$ cat config.mk
export PLATFORM = sky130hd
export DESIGN_NAME = div_issue_unit
export DESIGN_NICKNAME = d
export VERILOG_FILES = /design/src/rtl/div_issue_unit.sv
export SDC_FILE = /design/constraint.sdc
export NUM_CORES = 1
export LEC_CHECK = 0
export BUFFER_PORTS_ARGS = -buffer_cell sky130_fd_sc_hd__buf_4
export CELL_PAD_IN_SITES_DETAIL_PLACEMENT = 1
export CELL_PAD_IN_SITES_GLOBAL_PLACEMENT = 1
export CORE_ASPECT_RATIO = 0.5
export CORE_MARGIN = 2
export CORE_UTILIZATION = 25
export CTS_BUF_LIST = sky130_fd_sc_hd__clkbuf_8
export DETAILED_ROUTE_END_ITERATION = 8
export PLACE_DENSITY = 0.62
export SLEW_MARGIN = 20
export SYNTH_ARGS = -nofsm -noshare
export SYNTH_HDL_FRONTEND = slang
export SYNTH_SLANG_ARGS = --single-unit
$ cat constraint.sdc
create_clock -name clk -period 4.4 [get_ports clk]
set_clock_uncertainty 0.05 [all_clocks]
set_input_delay 0.44 -clock clk [delete_from_list [all_inputs] [get_ports clk]]
set_output_delay 0.44 -clock clk [all_outputs]
set_load 0.01 [all_outputs]
$ cat src/rtl/div_issue_unit.sv
// div_issue_unit: execute-stage wrapper around an iterative unsigned divider core.
// Takes RISC-V DIV/DIVU/REM/REMU (and W-variants) from issue, hands operand
// magnitudes to the core, applies sign/word fix-ups and holds the result for
// writeback under a valid/ready handshake. Handles flush and divide-by-zero.
//
// Ports:
//   clk, reset                   clock, synchronous active-high reset
//   in_valid/in_ready            request handshake (in_ready only in IDLE)
//   in_a, in_b                   dividend / divisor
//   in_signed, in_rem, in_word   op decode: signed, remainder select, 32-bit op
//   flush                        kill in-flight or held op
//   out_valid/out_ready/out_data result handshake toward writeback
//   core_valid, core_a, core_b   start pulse and magnitudes to divider core
//   core_done, core_c            core finished/idle, {remainder, quotient}
//
// Optional build macro DIV_PAIR_CACHE_EN: keeps the last core quotient/remainder
// tagged by effective operands so a DIV/REM pair reuses one core pass.

module div_issue_unit #(
  parameter int unsigned WIDTH    = 64,
  parameter int unsigned CORE_C_W = 2 * WIDTH
) (
  input  logic                clk,
  input  logic                reset,
  input  logic                in_valid,
  output logic                in_ready,
  input  logic [WIDTH-1:0]    in_a,
  input  logic [WIDTH-1:0]    in_b,
  input  logic                in_signed,
  input  logic                in_rem,
  input  logic                in_word,
  input  logic                flush,
  output logic                out_valid,
  input  logic                out_ready,
  output logic [WIDTH-1:0]    out_data,
  output logic                core_valid,
  output logic [WIDTH-1:0]    core_a,
  output logic [WIDTH-1:0]    core_b,
  input  logic                core_done,
  input  logic [CORE_C_W-1:0] core_c
);

  localparam int unsigned HW = WIDTH / 2;

  typedef enum logic [2:0] {
    S_IDLE, S_ISSUE, S_WAIT, S_CAPTURE, S_DONE, S_DRAIN
  } state_e;

  state_e           state_q, state_d;
  logic             in_ready_q, in_ready_d;
  logic             out_valid_q, out_valid_d;
  logic [WIDTH-1:0] out_data_q, out_data_d;
  logic             core_valid_q, core_valid_d;
  logic [WIDTH-1:0] core_a_q, core_a_d;
  logic [WIDTH-1:0] core_b_q, core_b_d;
  logic             op_rem_q, op_rem_d;
  logic             op_word_q, op_word_d;
  logic             neg_q_q, neg_q_d;     // quotient needs negation
  logic             neg_r_q, neg_r_d;     // remainder needs negation
  logic             drain_seen_q, drain_seen_d;

  logic [WIDTH-1:0] a_eff, b_eff, q_src, r_src;

`ifdef DIV_PAIR_CACHE_EN
  logic             op_signed_q, op_signed_d;
  logic [WIDTH-1:0] op_a_q, op_a_d, op_b_q, op_b_d;
  logic             from_cache_q, from_cache_d;
  logic             cache_valid_q, cache_valid_d;
  logic [WIDTH-1:0] cache_a_q, cache_a_d, cache_b_q, cache_b_d;
  logic             cache_signed_q, cache_signed_d;
  logic             cache_word_q, cache_word_d;
  logic [WIDTH-1:0] cache_quo_q, cache_quo_d, cache_rem_q, cache_rem_d;
  logic             cache_hit;
`endif

  // Word ops use the low half, sign- or zero-extended per signedness.
  function automatic logic [WIDTH-1:0] eff_op(input logic [WIDTH-1:0] v,
                                              input logic s, input logic w);
    if (!w) return v;
    return s ? {{HW{v[HW-1]}}, v[HW-1:0]} : {{HW{1'b0}}, v[HW-1:0]};
  endfunction

  // |v| for signed ops; most-negative maps to 2^(WIDTH-1) as unsigned.
  function automatic logic [WIDTH-1:0] mag(input logic [WIDTH-1:0] v, input logic s);
    return (s && v[WIDTH-1]) ? (~v + WIDTH'(1)) : v;
  endfunction

  // Select quotient/remainder, restore sign, then word sign-extension.
  function automatic logic [WIDTH-1:0] fix_result(
      input logic [WIDTH-1:0] q, input logic [WIDTH-1:0] r,
      input logic nq, input logic nr, input logic rem, input logic word);
    logic [WIDTH-1:0] v;
    v = rem ? (nr ? (~r + WIDTH'(1)) : r) : (nq ? (~q + WIDTH'(1)) : q);
    if (word) v = {{HW{v[HW-1]}}, v[HW-1:0]};
    return v;
  endfunction

  // Next-state and registered-output computation.
  always_comb begin
    state_d      = state_q;
    out_data_d   = out_data_q;
    core_valid_d = 1'b0;
    core_a_d     = core_a_q;
    core_b_d     = core_b_q;
    op_rem_d     = op_rem_q;
    op_word_d    = op_word_q;
    neg_q_d      = neg_q_q;
    neg_r_d      = neg_r_q;
    drain_seen_d = drain_seen_q;

    a_eff = eff_op(in_a, in_signed, in_word);
    b_eff = eff_op(in_b, in_signed, in_word);
    q_src = core_c[WIDTH-1:0];
    r_src = core_c[2*WIDTH-1:WIDTH];

`ifdef DIV_PAIR_CACHE_EN
    op_signed_d    = op_signed_q;
    op_a_d         = op_a_q;
    op_b_d         = op_b_q;
    from_cache_d   = from_cache_q;
    cache_valid_d  = cache_valid_q;
    cache_a_d      = cache_a_q;
    cache_b_d      = cache_b_q;
    cache_signed_d = cache_signed_q;
    cache_word_d   = cache_word_q;
    cache_quo_d    = cache_quo_q;
    cache_rem_d    = cache_rem_q;
    cache_hit      = cache_valid_q && (cache_a_q == a_eff) && (cache_b_q == b_eff) &&
                     (cache_signed_q == in_signed) && (cache_word_q == in_word);
    if (from_cache_q) begin
      q_src = cache_quo_q;
      r_src = cache_rem_q;
    end
`endif

    case (state_q)
      S_IDLE: begin
        if (in_valid && !flush) begin
          op_rem_d  = in_rem;
          op_word_d = in_word;
          neg_q_d   = in_signed & (a_eff[WIDTH-1] ^ b_eff[WIDTH-1]);
          neg_r_d   = in_signed & a_eff[WIDTH-1];
`ifdef DIV_PAIR_CACHE_EN
          op_signed_d = in_signed;
          op_a_d      = a_eff;
          op_b_d      = b_eff;
`endif
          if (b_eff == '0) begin
            // Divide by zero: quotient all ones, remainder is the dividend.
            out_data_d = fix_result('1, a_eff, 1'b0, 1'b0, in_rem, in_word);
            state_d    = S_DONE;
`ifdef DIV_PAIR_CACHE_EN
          end else if (cache_hit) begin
            from_cache_d = 1'b1;
            state_d      = S_CAPTURE;
`endif
          end else begin
            core_a_d     = mag(a_eff, in_signed);
            core_b_d     = mag(b_eff, in_signed);
            core_valid_d = 1'b1;
            state_d      = S_ISSUE;
          end
        end
      end
      S_ISSUE: state_d = flush ? S_DRAIN : S_WAIT;
      S_WAIT: begin
        if (flush)          state_d = S_DRAIN;
        else if (core_done) state_d = S_CAPTURE;
      end
      S_CAPTURE: begin
        if (flush) begin
          state_d = S_DRAIN;
        end else begin
          out_data_d = fix_result(q_src, r_src, neg_q_q, neg_r_q, op_rem_q, op_word_q);
          state_d    = S_DONE;
`ifdef DIV_PAIR_CACHE_EN
          cache_valid_d  = 1'b1;
          cache_a_d      = op_a_q;
          cache_b_d      = op_b_q;
          cache_signed_d = op_signed_q;
          cache_word_d   = op_word_q;
          cache_quo_d    = q_src;
          cache_rem_d    = r_src;
`endif
        end
`ifdef DIV_PAIR_CACHE_EN
        from_cache_d = 1'b0;
`endif
      end
      S_DONE: begin
        if (flush || out_ready) state_d = S_IDLE;
      end
      S_DRAIN: begin
        // One extra cycle after core_done so the core result bus settles.
        if (drain_seen_q) begin
          drain_seen_d = 1'b0;
          state_d      = S_IDLE;
        end else if (core_done) begin
          drain_seen_d = 1'b1;
        end
      end
      default: state_d = S_IDLE;
    endcase

`ifdef DIV_PAIR_CACHE_EN
    if (state_d == S_DRAIN && state_q != S_DRAIN) cache_valid_d = 1'b0;
`endif
    in_ready_d  = (state_d == S_IDLE);
    out_valid_d = (state_d == S_DONE);
  end

  always_ff @(posedge clk) begin
    if (reset) begin
      state_q      <= S_IDLE;
      in_ready_q   <= 1'b1;
      out_valid_q  <= 1'b0;
      out_data_q   <= '0;
      core_valid_q <= 1'b0;
      core_a_q     <= '0;
      core_b_q     <= '0;
      op_rem_q     <= 1'b0;
      op_word_q    <= 1'b0;
      neg_q_q      <= 1'b0;
      neg_r_q      <= 1'b0;
      drain_seen_q <= 1'b0;
`ifdef DIV_PAIR_CACHE_EN
      op_signed_q    <= 1'b0;
      op_a_q         <= '0;
      op_b_q         <= '0;
      from_cache_q   <= 1'b0;
      cache_valid_q  <= 1'b0;
      cache_a_q      <= '0;
      cache_b_q      <= '0;
      cache_signed_q <= 1'b0;
      cache_word_q   <= 1'b0;
      cache_quo_q    <= '0;
      cache_rem_q    <= '0;
`endif
    end else begin
      state_q      <= state_d;
      in_ready_q   <= in_ready_d;
      out_valid_q  <= out_valid_d;
      out_data_q   <= out_data_d;
      core_valid_q <= core_valid_d;
      core_a_q     <= core_a_d;
      core_b_q     <= core_b_d;
      op_rem_q     <= op_rem_d;
      op_word_q    <= op_word_d;
      neg_q_q      <= neg_q_d;
      neg_r_q      <= neg_r_d;
      drain_seen_q <= drain_seen_d;
`ifdef DIV_PAIR_CACHE_EN
      op_signed_q    <= op_signed_d;
      op_a_q         <= op_a_d;
      op_b_q         <= op_b_d;
      from_cache_q   <= from_cache_d;
      cache_valid_q  <= cache_valid_d;
      cache_a_q      <= cache_a_d;
      cache_b_q      <= cache_b_d;
      cache_signed_q <= cache_signed_d;
      cache_word_q   <= cache_word_d;
      cache_quo_q    <= cache_quo_d;
      cache_rem_q    <= cache_rem_d;
`endif
    end
  end

  assign in_ready   = in_ready_q;
  assign out_valid  = out_valid_q;
  assign out_data   = out_data_q;
  assign core_valid = core_valid_q;
  assign core_a     = core_a_q;
  assign core_b     = core_b_q;

endmodule

== Word level (Yosys, flattened, before mapping) ==
Index checks and enable logic that the tools add are counted.
Cells by class
  add/subtract/negate cells: 4
  equal/unequal tests: 9
  mux-type cells: 28
  bitwise operators: 10
  reductions and logical operators: 13
Operators with widths (count)
  $mux 64: 15
  $add 64x1->64 const B: 4
  $not 64->64: 4
  $pmux 64 s2: 1
  $logic_not 64->1: 1
  $mux 3: 7
  $pmux 3 s6: 1
  $eq 3x3->1 const B: 3
  $eq 3x2->1 const B: 2
  $logic_not 3->1: 2
  $ne 2x2->1 const B: 3
  $mux 1: 4
  $reduce_and 4->1: 1
  $eq 3x1->1 const B: 1
  $logic_and 1x1->1: 3
  $not 1->1: 3
  $reduce_and 3->1: 1
  $reduce_or 3->1: 1
  $and 1x1->1: 2
  $reduce_and 2->1: 1
  $reduce_bool 2->1: 1
  $logic_not 1->1: 1
  $logic_or 1x1->1: 1
  $xor 1x1->1: 1
Storage, ports and cells
  register bits: 203
  input bits: 265
  output and inout port bits: 195
  logic and storage cells: 76

== Depth between registers and ports, before layout ==
Gate-level depths: netlist of run 1.
  depth in word-level cells: 7
  depth in mapped cells: 12
  gate-level depth less buffers: 10

== Worst setup path after synthesis of run 1 ==
OpenSTA, ideal clock, no wires.
  path kind: input to register
  start: input port core_c[10]
  end: register out_data_q[51], in the netlist out_data[51]
  setup time: 0.115 ns
  arrival time: 3.183 ns
  data required time: 4.235 ns
  path slack: 1.053 ns
  stages on the path: 9
  buffers on the path: 1
  path through: or4_1 > or4b_4 > or3_1 > buf_2 > or4_1 > a21oi_1 > a2111oi_0 > o221a_1 > o21a_1
Between the ends
  word-level cells in the longest chain between the ends: 7
RTL lines
  from (decl): line 40  | input logic [CORE_C_W-1:0] core_c
  $not 64->64: line 93  | v = rem ? (nr ? (~r + WIDTH'(1)) : r) : (nq ? (~q + WIDTH'(1)) : q);
  $add 64x1->64: line 93
  $mux 64 (2 in a row): line 93
  $mux 64: line 94  | if (word) v = {{HW{v[HW-1]}}, v[HW-1:0]};
  $mux 64: line 171  | if (flush) begin
  $pmux 64 s2: line 136  | case (state_q)
  to (signal assigned): line 243  | out_data_q <= out_data_d;
  to (decl): line 52  | logic [WIDTH-1:0] out_data_q, out_data_d;
Every way passes these cells. The select of a mux whose other input is x is not followed.
A chain may end at the register's enable or synchronous reset.

== Worst setup path after layout of run 1 ==
  start: input port core_c[4]
  end: register out_data_q[51], in the netlist out_data[51]
Same word-level chain as after synthesis.

==> results of run 1 <==
stage by stage:
stage | hold slack [ns] | setup WS (ns)
final | 0.0840 | 1.04
after global routing | 0.0661 | 0.864
after CTS | 0.0545 | 1.03
after detailed placement | 0.397 | 0.431
after global placement | 0.389 | 0.464
after floorplan | 0.420 | 1.05
worst min path at each step:
stage	start	end
3_3_place_gp	core_a[55]	core_a[55]
6_report	in_b[0]	core_b[0]
3_5_place_dp	out_data[24]	out_data[24]
5_1_grt	in_b[0]	core_b[0]
2_1_floorplan	core_b[51]	core_b[51]
4_1_cts	in_b[0]	core_b[0]
per-layer routing:
layer / up-vias / share of wire [%] / GRT usage [%]
met2: 487 / 48 / 40.0
li1: 8200 / - / -
met5: - / 0.032 / 0
met3: 116 / 5.5 / 3.17
met1: 8441 / 44 / 31.6
met4: 4 / 2.9 / 6.64
worst max-delay path: cells and delay by family:
| family | cells | cell delay, ns |
|---|---|---|
| buf+inv | 1 | 0.12 |
| compound gates | 4 | 0.72 |
| simple gates | 4 | 2.50 |
registers in the layout, summed over array words and instances, names as in the netlist:
register and count:
neg_q_q 1, core_a 64, in_ready 1, out_valid 1
drain_seen_q 1, op_word_q 1, neg_r_q 1, state_q 3
out_data 64, core_valid 1, op_rem_q 1, core_b 64
Yosys cell counts, types with 8 or more instances:
library cell               count  area [um2]
sky130_fd_sc_hd__a211o_1       9        78.8
sky130_fd_sc_hd__a211oi_1     62         465
sky130_fd_sc_hd__a21oi_1     194         971
sky130_fd_sc_hd__a311oi_1      8        70.1
sky130_fd_sc_hd__a31oi_1      25         156
sky130_fd_sc_hd__a32o_1       26         260
sky130_fd_sc_hd__buf_2         8        40.0
sky130_fd_sc_hd__clkbuf_1    134         503
sky130_fd_sc_hd__dfxtp_1     203        4060
sky130_fd_sc_hd__inv_1        38         143
sky130_fd_sc_hd__mux2i_1      13         130
sky130_fd_sc_hd__nand2_1     233         875
sky130_fd_sc_hd__nand2b_1     23         144
sky130_fd_sc_hd__nand3_1      27         135
sky130_fd_sc_hd__nand3b_1     11        82.6
sky130_fd_sc_hd__nand4_1       8        50.1
sky130_fd_sc_hd__nor2_1      211         792
sky130_fd_sc_hd__nor2b_1      13        81.3
sky130_fd_sc_hd__nor3_1       72         360
sky130_fd_sc_hd__nor4_1       34         213
sky130_fd_sc_hd__o211ai_1     15         113
sky130_fd_sc_hd__o21a_1        9        67.6
sky130_fd_sc_hd__o21ai_0     114         571
sky130_fd_sc_hd__o221ai_1     22         193
sky130_fd_sc_hd__o22ai_1      10        62.6
sky130_fd_sc_hd__o31ai_1      63         473
sky130_fd_sc_hd__o41ai_1      25         219
sky130_fd_sc_hd__or2_2        11        68.8
sky130_fd_sc_hd__or3_1        32         200
sky130_fd_sc_hd__or4_1        42         315
sky130_fd_sc_hd__xnor2_1     100         876
sky130_fd_sc_hd__xor2_1      128        1120
kinds of logic after synthesis:
| group | share of synthesized area [%] |
|---|---|
| mux | 0.954 |
| compound gates | 28.8 |
| flops | 27.4 |
| simple gates | 24.0 |
| buf+inv | 5.01 |
| fa+ha+maj | 0.338 |
| xor+xnor | 13.5 |
power breakdown:
| part | leakage [nW] | switching, mW | internal, mW | total (mW) |
|---|---|---|---|---|
| registers | 1.65 | 0.0601 | 1.93 | 1.99 |
| logic | 5.27 | 0.832 | 0.566 | 1.40 |
| clock network | 0.496 | 0.945 | 1.27 | 2.22 |
cell type report:
| class | instances | area, um2 | area share (%) |
|---|---|---|---|
| inverters | 39 | 146 | 0.735 |
| repair buffers | 500 | 3780 | 19.0 |
| clock inverters | 19 | 183 | 0.917 |
| diodes | 3 | 7.51 | 0.0377 |
| well taps | 780 | 976 | 4.90 |
| multi-input cells | 1638 | 10000 | 50.5 |
| clock buffers | 51 | 702 | 3.53 |
| flip-flops and latches | 203 | 4070 | 20.4 |
==> metrics.csv, run 1 <==
stage,metric,value,unit
outcome,run status,"finished, final reports clean",
grt,wire length of the first global-routing pass,111000,um
clocking,clock sink count,203,
drt,routed wire length per instance,23.5,um
timing,Fmax,298,MHz
die,number of placed I/O pins,460,
placement,count of input and output buffers,459,
critical_path,data required time of the worst path,4.82,ns
drt,vias per std cell,5.33,
logic_synthesis,cell area after synthesis,14800,um2
pwr,Power Dens Cells,282,nW/um2
pwr,"Power, Total",5.61,mW
hold_path,Worst Hold Class,in -> reg,
timing,final hold violation count,0,
drt,total wirelength of the detailed-routed design,76000,um
clocking,CTS max path bufs,3,
drt,Detail Route Antenna Nets,0,
critical_path,end of the worst register-to-register path,core_a[43],
placement,Placed Area,19000,um2
timing,Least-Margin Pin Slew,1.01,ns
grt,maximum number of pins on one net before global-route repair,116,
grt,number of antenna violations at the first check in global routing,6,
clocking,CTS tree,yes,
critical_path,worst setup path start,core_c[4],
logic_synthesis,number of enable flip-flop cells after synthesis,0,
logic_synthesis,average cell area after synthesis,7.30,um2
critical_path,worst reg2reg setup slack,1.58,ns
pwr,Leak Pwr,7.42,nW
critical_path,timing endpoint of the critical path,out_data[51],
drt,total via count in the routed design,17200,
critical_path,"Data arrival, critical path",3.78,ns
logic_synthesis,fraction of synthesis flops using an asynchronous set or reset pin,0,%
flow_run,Max-Cap Viols,0,
cells_and_area,summed area of non-filler cells in the final layout,19900,um2
placement,post-placement cell count,3160,
drt,number of design-rule violations left by the first detailed-router iteration,1232,
critical_path,Critical Path End Type,register,
critical_path,worst path cell trace,buf_4 > or4_1 > or4b_4 > or3_1 > or4_1 > a21oi_1 > a2111oi_0 > o221a_1 > o21a_1,
timing,"Setup violations, final",0,
critical_path,highest cell delay on the worst timing path,0.69,ns
clocking,number of H-tree levels,2,
die,Initial Utilization,25.2,%
cells_and_area,layout net count,2689,
timing,clock period minus final worst setup slack,3.36,ns
grt,vias in the first global route,16900,
timing,post-route fraction of the period consumed by the critical path,76.4,%
critical_path,startpoint of the worst-slack reg-to-reg timing path,state_q[2],
cells_and_area,layout cell share with drive strength beyond 1,24.2,%
drt,First-pass DRT Iterations,5,
drt,DRC violations left,0,
logic_synthesis,Synth Register Bits,203,
critical_path,most frequent CP cell,sky130_fd_sc_hd__or4_1,
timing,RSZ-0062 raised after global routing,false,
critical_path,CP max FO,15,
cells_and_area,"most common cell after layout, fill and taps aside",sky130_fd_sc_hd__buf_4,
clocking,latest clock arrival within the worst-skew pair,0.56,ns
placement,placer congestion estimate,0.925,
grt,total routing usage reported by global routing,23.7,%
grt,leftover overflow at the end of global routing,0,
critical_path,Slowest cell on crit path,sky130_fd_sc_hd__or4_1,
logic_synthesis,net count after synthesis,2300,
clocking,clock input transition at the sequential cells of the worst setup and hold paths,0.07,ns
logic_synthesis,commonest register cell after synthesis,sky130_fd_sc_hd__dfxtp_1,
clocking,hold bufs inserted after CTS,0,
die,DIE HEIGHT,176,um
cells_and_area,growth of design area from synthesis to finish,34.4,%
critical_path,path type of the worst setup path,in -> reg,
clocking,setup fix buffers added after clock tree synthesis,0,
clocking,root buffer cell,sky130_fd_sc_hd__clkbuf_8,
cells_and_area,final design utilization,33.8,%
cells_and_area,fill count,7264,
logic_synthesis,sequential-to-total area share from yosys stat,27.4,%
cells_and_area,most frequent cells in the layout,"497 x sky130_fd_sc_hd__buf_4, 233 x sky130_fd_sc_hd__nand2_1, 211 x sky130_fd_sc_hd__nor2_1, 200 x sky130_fd_sc_hd__dfxtp_1, 194 x sky130_fd_sc_hd__a21oi_1",
die,Floorplan Core Area,58900,um2
pwr,maximum resistive drop on vdd,0.150,mV
die,floorplan row count,63,
die,die area,61400,um2
logic_synthesis,total of warnings raised by yosys,0,
timing,Final Max Slew Viols,0,
cells_and_area,"number of standard cells in the layout, taps in and fillers out",3233,
critical_path,sort of element at the start of the critical path,primary input,
timing,Slew Limit Headroom,32.2,%
clocking,cts bufs inserted,38,
timing,Post-Route Setup TNS,0,ns
die,die span in x,348,um
critical_path,Reg2Reg Depth,6,
placement,Post-DP HPWL,59200,um
logic_synthesis,Yosys cell types,72,
logic_synthesis,number of instances in the synthesized netlist,2031,
clocking,post-cts resize count,0,
hold_path,depth of the worst hold-timing path,3,
(Power assumes the default switching activity.)
==> run 2: changes to the inputs <==
Settings changed: PLACE_DENSITY 0.62 to 0.64.
Clock period 4.4 ns to 2.9 ns, I/O delays scaled along.
==> run 2 against run 1 <==
  * First-iteration DRC count rose by 5.1%
  * Final area grew 12%
  * Routed wire length up 4.7%
  * Worst hold slack worse by 0.042 ns
  * Non-clock buffer count is 285 higher
==> metrics.csv, run 2 (same netlist as run 1, synthesis figures left out) <==
stage,metric,value,unit,change
critical_path,path type of the worst setup path,in -> reg,,
drt,Detail Route Antenna Nets,0,,unchanged
drt,DRC violations left,0,,unchanged
grt,leftover overflow at the end of global routing,0,,unchanged
cells_and_area,fill count,7166,,-1.3%
timing,post-route fraction of the period consumed by the critical path,97.7,%,
pwr,maximum resistive drop on vdd,0.234,mV,+56%
cells_and_area,layout net count,2975,,+11%
clocking,root buffer cell,sky130_fd_sc_hd__clkbuf_8,,
timing,clock period minus final worst setup slack,2.83,ns,
critical_path,Slowest cell on crit path,sky130_fd_sc_hd__or4_4,,
die,die span in x,348,um,unchanged
clocking,latest clock arrival within the worst-skew pair,0.57,ns,about the same
critical_path,highest cell delay on the worst timing path,0.55,ns,-0.14 ns
critical_path,"Data arrival, critical path",3.25,ns,-0.53 ns
timing,Fmax,353,MHz,
die,DIE HEIGHT,176,um,unchanged
placement,post-placement cell count,3421,,+8.3%
cells_and_area,final design utilization,38.0,%,+4.2 points
placement,placer congestion estimate,0.974,,+5.4%
grt,total routing usage reported by global routing,24.8,%,+1.1 points
pwr,Leak Pwr,8.86,nW,+19%
placement,count of input and output buffers,459,,unchanged
die,Floorplan Core Area,58900,um2,unchanged
grt,number of antenna violations at the first check in global routing,2,,-4
cells_and_area,growth of design area from synthesis to finish,51.1,%,
timing,"Setup violations, final",0,,unchanged
die,floorplan row count,63,,unchanged
drt,vias per std cell,5.25,,-1.6%
timing,Final Max Slew Viols,0,,unchanged
die,number of placed I/O pins,460,,unchanged
clocking,cts bufs inserted,39,,+2.6%
cells_and_area,footprint of the multi-input gates,10200,um2,+1.2%
timing,Least-Margin Pin Slew,0.807,ns,-0.206 ns
cells_and_area,most frequent cells in the layout,"750 x sky130_fd_sc_hd__buf_4, 233 x sky130_fd_sc_hd__nand2_1, 210 x sky130_fd_sc_hd__nor2_1, 201 x sky130_fd_sc_hd__dfxtp_1, 194 x sky130_fd_sc_hd__a21oi_1",,
clocking,CTS max path bufs,3,,unchanged
drt,routed wire length per instance,22.6,um,-3.7%
placement,Post-DP HPWL,63600,um,+7.5%
critical_path,data required time of the worst path,3.32,ns,-1.50 ns
clocking,clock sink count,203,,unchanged
pwr,"Power, Total",8.84,mW,+58%
critical_path,sort of element at the start of the critical path,primary input,,
die,Initial Utilization,25.2,%,unchanged
grt,wire length of the first global-routing pass,117000,um,+5.3%
clocking,number of H-tree levels,2,,unchanged
pwr,Power Dens Cells,395,nW/um2,+40%
die,die area,61400,um2,unchanged
cells_and_area,"number of standard cells in the layout, taps in and fillers out",3516,,+8.8%
clocking,clock input transition at the sequential cells of the worst setup and hold paths,0.06,ns,about the same
critical_path,Critical Path End Type,register,,
timing,Post-Route Setup TNS,0,ns,unchanged
timing,worst hold slack,0.0424,ns,-0.0416 ns
drt,number of design-rule violations left by the first detailed-router iteration,1295,,+5.1%
drt,First-pass DRT Iterations,5,,unchanged
cells_and_area,total area of sequential cells,4070,um2,about the same
grt,maximum number of pins on one net before global-route repair,120,,+3.4%
clocking,CTS tree,yes,,
timing,Slew Limit Headroom,46.0,%,+14 points
cells_and_area,layout cell share with drive strength beyond 1,32.3,%,+8.0 points
cells_and_area,"most common cell after layout, fill and taps aside",sky130_fd_sc_hd__buf_4,,
flow_run,Max-Cap Viols,0,,unchanged
critical_path,CP max FO,16,,+1
outcome,run status,"finished, final reports clean",,
drt,total via count in the routed design,18500,,+7.0%
hold_path,Worst Hold Class,in -> reg,,
grt,vias in the first global route,18700,,+11%
drt,total wirelength of the detailed-routed design,79600,um,+4.7%
critical_path,worst path cell trace,buf_4 > or4_4 > or4_4 > buf_4 > o41ai_2 > xnor2_1 > mux2_4 > a21oi_4 > buf_12 > o221ai_1 > a32o_1,,
timing,final hold violation count,0,,unchanged
==> run 2: path summary, 6_finish.rpt <==
check             start           end  slack, ns  cells after the start
max          core_c[18]  out_data[61]       0.07                     11
min            in_a[13]    core_a[13]       0.04                      3
max reg2reg  state_q[0]  out_data[29]       0.37                      7
min reg2reg  core_b[54]    core_b[54]       0.40                      2
==> run 2: cell type report <==
type / count / area share [%]
flip-flops and latches: 203 / 18.2
diodes: 1 / 0.0112
clock buffers: 52 / 3.20
inverters: 39 / 0.654
repair buffers: 785 / 27.4
multi-input cells: 1638 / 45.4
clock inverters: 18 / 0.833
well taps: 780 / 4.36
==> run 2: repair_timing <==
item,in CTS,in global routing
hold endpoints to repair,19,0
buffers inserted,0,4
resized for setup,0,15
hold buffers,19,0
setup endpoints to repair,0,116
==> run 2: metrics by stage <==
stage	instance area (um2)	setup slack [ns]
floorplan	14900	-0.232
global placement	21200	-0.515
detailed placement	21200	-0.530
CTS	22300	0.0741
global route	22400	-0.0516
finish	22400	0.0670
==> run 2: metal layers <==
metal	up-vias	share of wire (%)	global-route usage, %
li1	8773	-	-
met1	9122	44	32.0
met2	457	50	44.3
met3	101	4.5	2.92
met4	2	2.1	5.19
met5	-	0.015	0
==> run 2: worst max-delay path, delay by kind of cell <==
family,cells,cell delay (ns)
multiplexers,1,0.32
XOR/XNOR,1,0.16
buffers and inverters,3,0.46
AND/OR/NAND/NOR,2,1.07
AO/OA/AOI/OAI,4,0.92
==> run 2: where the power goes <==
part / internal (mW) / switching, mW / total, mW
clock: 1.96 / 1.46 / 3.42
combinational: 1.06 / 1.33 / 2.40
sequential: 2.93 / 0.0917 / 3.02
==> run 3: changes to the inputs <==
Settings changed: REMOVE_ABC_BUFFERS set to 1.
==> run 3 against run 2 <==
  * Largest power group unchanged
  * First-iteration DRC count is 1.1% lower
  * Die area stayed put
  * Highest routed layer is now met4
  * Critical path depth is 1 lower
  * Clock-buffer cell count is 1 higher
  * Setup slack worse by 0.040 ns
==> metrics.csv, run 3 (same netlist as run 1, synthesis figures left out) <==
stage,metric,value,unit,change
pwr,switching power share of the total,33.1,%,+0.47 points
cells_and_area,most frequent cells in the layout,"759 x sky130_fd_sc_hd__buf_4, 233 x sky130_fd_sc_hd__nand2_1, 211 x sky130_fd_sc_hd__nor2_1, 200 x sky130_fd_sc_hd__dfxtp_1, 193 x sky130_fd_sc_hd__a21oi_1",,
pwr,maximum resistive drop on vdd,0.294,mV,+25%
die,die area,61400,um2,unchanged
cells_and_area,"number of standard cells in the layout, taps in and fillers out",3556,,+1.1%
cells_and_area,summed area of non-filler cells in the final layout,22700,um2,+1.5%
critical_path,worst reg2reg setup slack,0.54,ns,+0.17 ns
clocking,root buffer cell,sky130_fd_sc_hd__clkbuf_8,,
pwr,Internal,5.84,mW,-2.0%
pwr,switching power,2.89,mW,+0.15%
drt,routed wire length per instance,22.6,um,-0.17%
flow_run,Max-Cap Viols,0,,unchanged
timing,RSZ-0062 raised after global routing,true,,
drt,number of design-rule violations left by the first detailed-router iteration,1281,,-1.1%
timing,clock period minus final worst setup slack,2.87,ns,+0.0399 ns
critical_path,sort of element at the start of the critical path,primary input,,
cells_and_area,"most common cell after layout, fill and taps aside",sky130_fd_sc_hd__buf_4,,
clocking,latest clock arrival within the worst-skew pair,0.60,ns,+0.03 ns
pwr,Clock Power Share,37.9,%,-0.8 points
timing,"Setup violations, final",0,,unchanged
die,floorplan row count,63,,unchanged
cells_and_area,fill count,7152,,-0.20%
die,number of placed I/O pins,460,,unchanged
critical_path,worst path cell trace,buf_4 > or4_4 > or4b_4 > or3_4 > buf_6 > or4_4 > a21oi_4 > a2111oi_2 > o221a_1 > o21a_1,,
critical_path,timing endpoint of the critical path,out_data[51],,
critical_path,highest cell delay on the worst timing path,0.59,ns,+0.04 ns
critical_path,CP max FO,9,,-7
timing,worst hold slack,0.0323,ns,-0.0102 ns
pwr,combinational cell fraction of total power,27.4,%,+0.3 points
cells_and_area,final design utilization,38.6,%,+0.58 points
clocking,number of H-tree levels,2,,unchanged
placement,placer congestion estimate,0.948,,-2.8%
timing,final hold violation count,0,,unchanged
clocking,clock sink count,203,,unchanged
placement,count of input and output buffers,459,,unchanged
placement,post-placement cell count,3438,,+0.50%
grt,wire length of the first global-routing pass,119000,um,+2.0%
die,Floorplan Core Area,58900,um2,unchanged
die,DIE HEIGHT,176,um,unchanged
timing,Least-Margin Pin Slew,0.795,ns,-0.0125 ns
drt,vias per std cell,5.22,,-0.54%
cells_and_area,layout net count,3011,,+1.2%
placement,Placed Area,21300,um2,+0.47%
drt,Detail Route Antenna Nets,0,,unchanged
die,Initial Utilization,25.2,%,unchanged
critical_path,startpoint of the worst-slack reg-to-reg timing path,state_q[2],,
pwr,sequential share of power,34.7,%,+0.5 points
drt,DRC violations left,0,,unchanged
grt,leftover overflow at the end of global routing,0,,unchanged
grt,maximum number of pins on one net before global-route repair,71,,-41%
critical_path,path type of the worst setup path,in -> reg,,
cells_and_area,growth of design area from synthesis to finish,53.4,%,
critical_path,Critical Path End Type,register,,
clocking,CTS tree,yes,,
cells_and_area,total area of sequential cells,4070,um2,about the same
critical_path,worst setup path start,core_c[3],,
timing,Slew Limit Headroom,46.8,%,+0.84 points
critical_path,most frequent CP cell,sky130_fd_sc_hd__or4_4,,
grt,vias in the first global route,19000,,+1.8%
grt,total routing usage reported by global routing,25.1,%,+0.38 points
outcome,run status,"finished, final reports clean",,
timing,Fmax,348,MHz,-1.4%
placement,Post-DP HPWL,63700,um,+0.21%
critical_path,Slowest cell on crit path,sky130_fd_sc_hd__or4b_4,,
cells_and_area,layout cell share with drive strength beyond 1,32.4,%,+0.12 points
clocking,CTS max path bufs,3,,unchanged
critical_path,end of the worst register-to-register path,core_b[62],,
pwr,Leak Pwr,9.01,nW,+1.8%
drt,total via count in the routed design,18600,,+0.60%
drt,First-pass DRT Iterations,5,,unchanged
clocking,clock input transition at the sequential cells of the worst setup and hold paths,0.07,ns,about the same
clocking,cts bufs inserted,40,,+2.6%
critical_path,Reg2Reg Depth,7,,unchanged
timing,Final Max Slew Viols,0,,unchanged
hold_path,Worst Hold Launch,in_b[29],,
cells_and_area,footprint of the multi-input gates,10200,um2,+0.21%
critical_path,data required time of the worst path,3.33,ns,about the same
grt,number of antenna violations at the first check in global routing,5,,+3
hold_path,Worst Hold Class,in -> reg,,
timing,post-route fraction of the period consumed by the critical path,99.1,%,+1.4 points
drt,total wirelength of the detailed-routed design,80400,um,+0.96%
die,die span in x,348,um,unchanged
pwr,Power Dens Cells,384,nW/um2,-2.8%
critical_path,"Data arrival, critical path",3.30,ns,+0.05 ns
[run 3: repair_timing]
| action | 4_1_cts | 5_1_grt |
|---|---|---|
| hold buffers | 39 | 0 |
| endpoints found under the setup margin | 24 | 27 |
| gates resized for setup | 8 | 27 |
| hold endpoints to repair | 38 | 0 |
| setup buffers | 1 | 1 |
| pin swaps | 3 | 12 |
| cloned | 1 | 0 |
[run 3: worst min-delay path by stage]
stage / end / depth (start not counted)
2_1_floorplan: core_a[0] / 1
3_3_place_gp: out_data[15] / 2
3_5_place_dp: core_b[51] / 2
4_1_cts: core_b[57] / 4
5_1_grt: core_b[29] / 3
6_report: core_b[29] / 3
[run 3: cell type report]
cell class,count,share of cell area [%]
multi-input cells,1638,44.8
repair buffers,820,28.4
inverters,39,0.644
flip-flops and latches,203,17.9
well taps,780,4.29
clock buffers,53,3.21
clock inverters,18,0.666
diodes,5,0.0550
[run 3: worst max-delay path: cells and delay by family]
kind,cells,cell delay (ns)
and+or+nand+nor,4,2.06
AOI/OAI and AO/OA,4,0.67
buffers and inverters,2,0.26
[run 3: power groups by stage]
stage	sequential [mW]	combinational, mW	clock, mW
after detailed placement	3.09	2.31	0
after global routing	3.04	2.58	3.50
final	3.03	2.39	3.31
after global placement	3.08	2.29	0
after CTS	3.03	2.37	3.38
after floorplan	3.15	0.882	0
[run 3: stage by stage]
step	setup slack (ns)	total power [mW]	TNS, ns
global route	-0.0902	9.12	-0.113
detailed placement	-0.712	5.39	-31.43
global placement	-0.677	5.38	-30.08
CTS	-0.0140	8.78	-0.0170
floorplan	-2.65	4.03	-302.31
finish	0.0272	8.73	0
[run 3: layer usage]
layer  up-vias  global-route usage [%]  wire, um
met5         -                       0         0
met4         0                    8.55      2730
met3       141                    3.22      3330
met2       422                    44.7     40100
met1      9149                    31.4     34200
li1       8853                       -         -
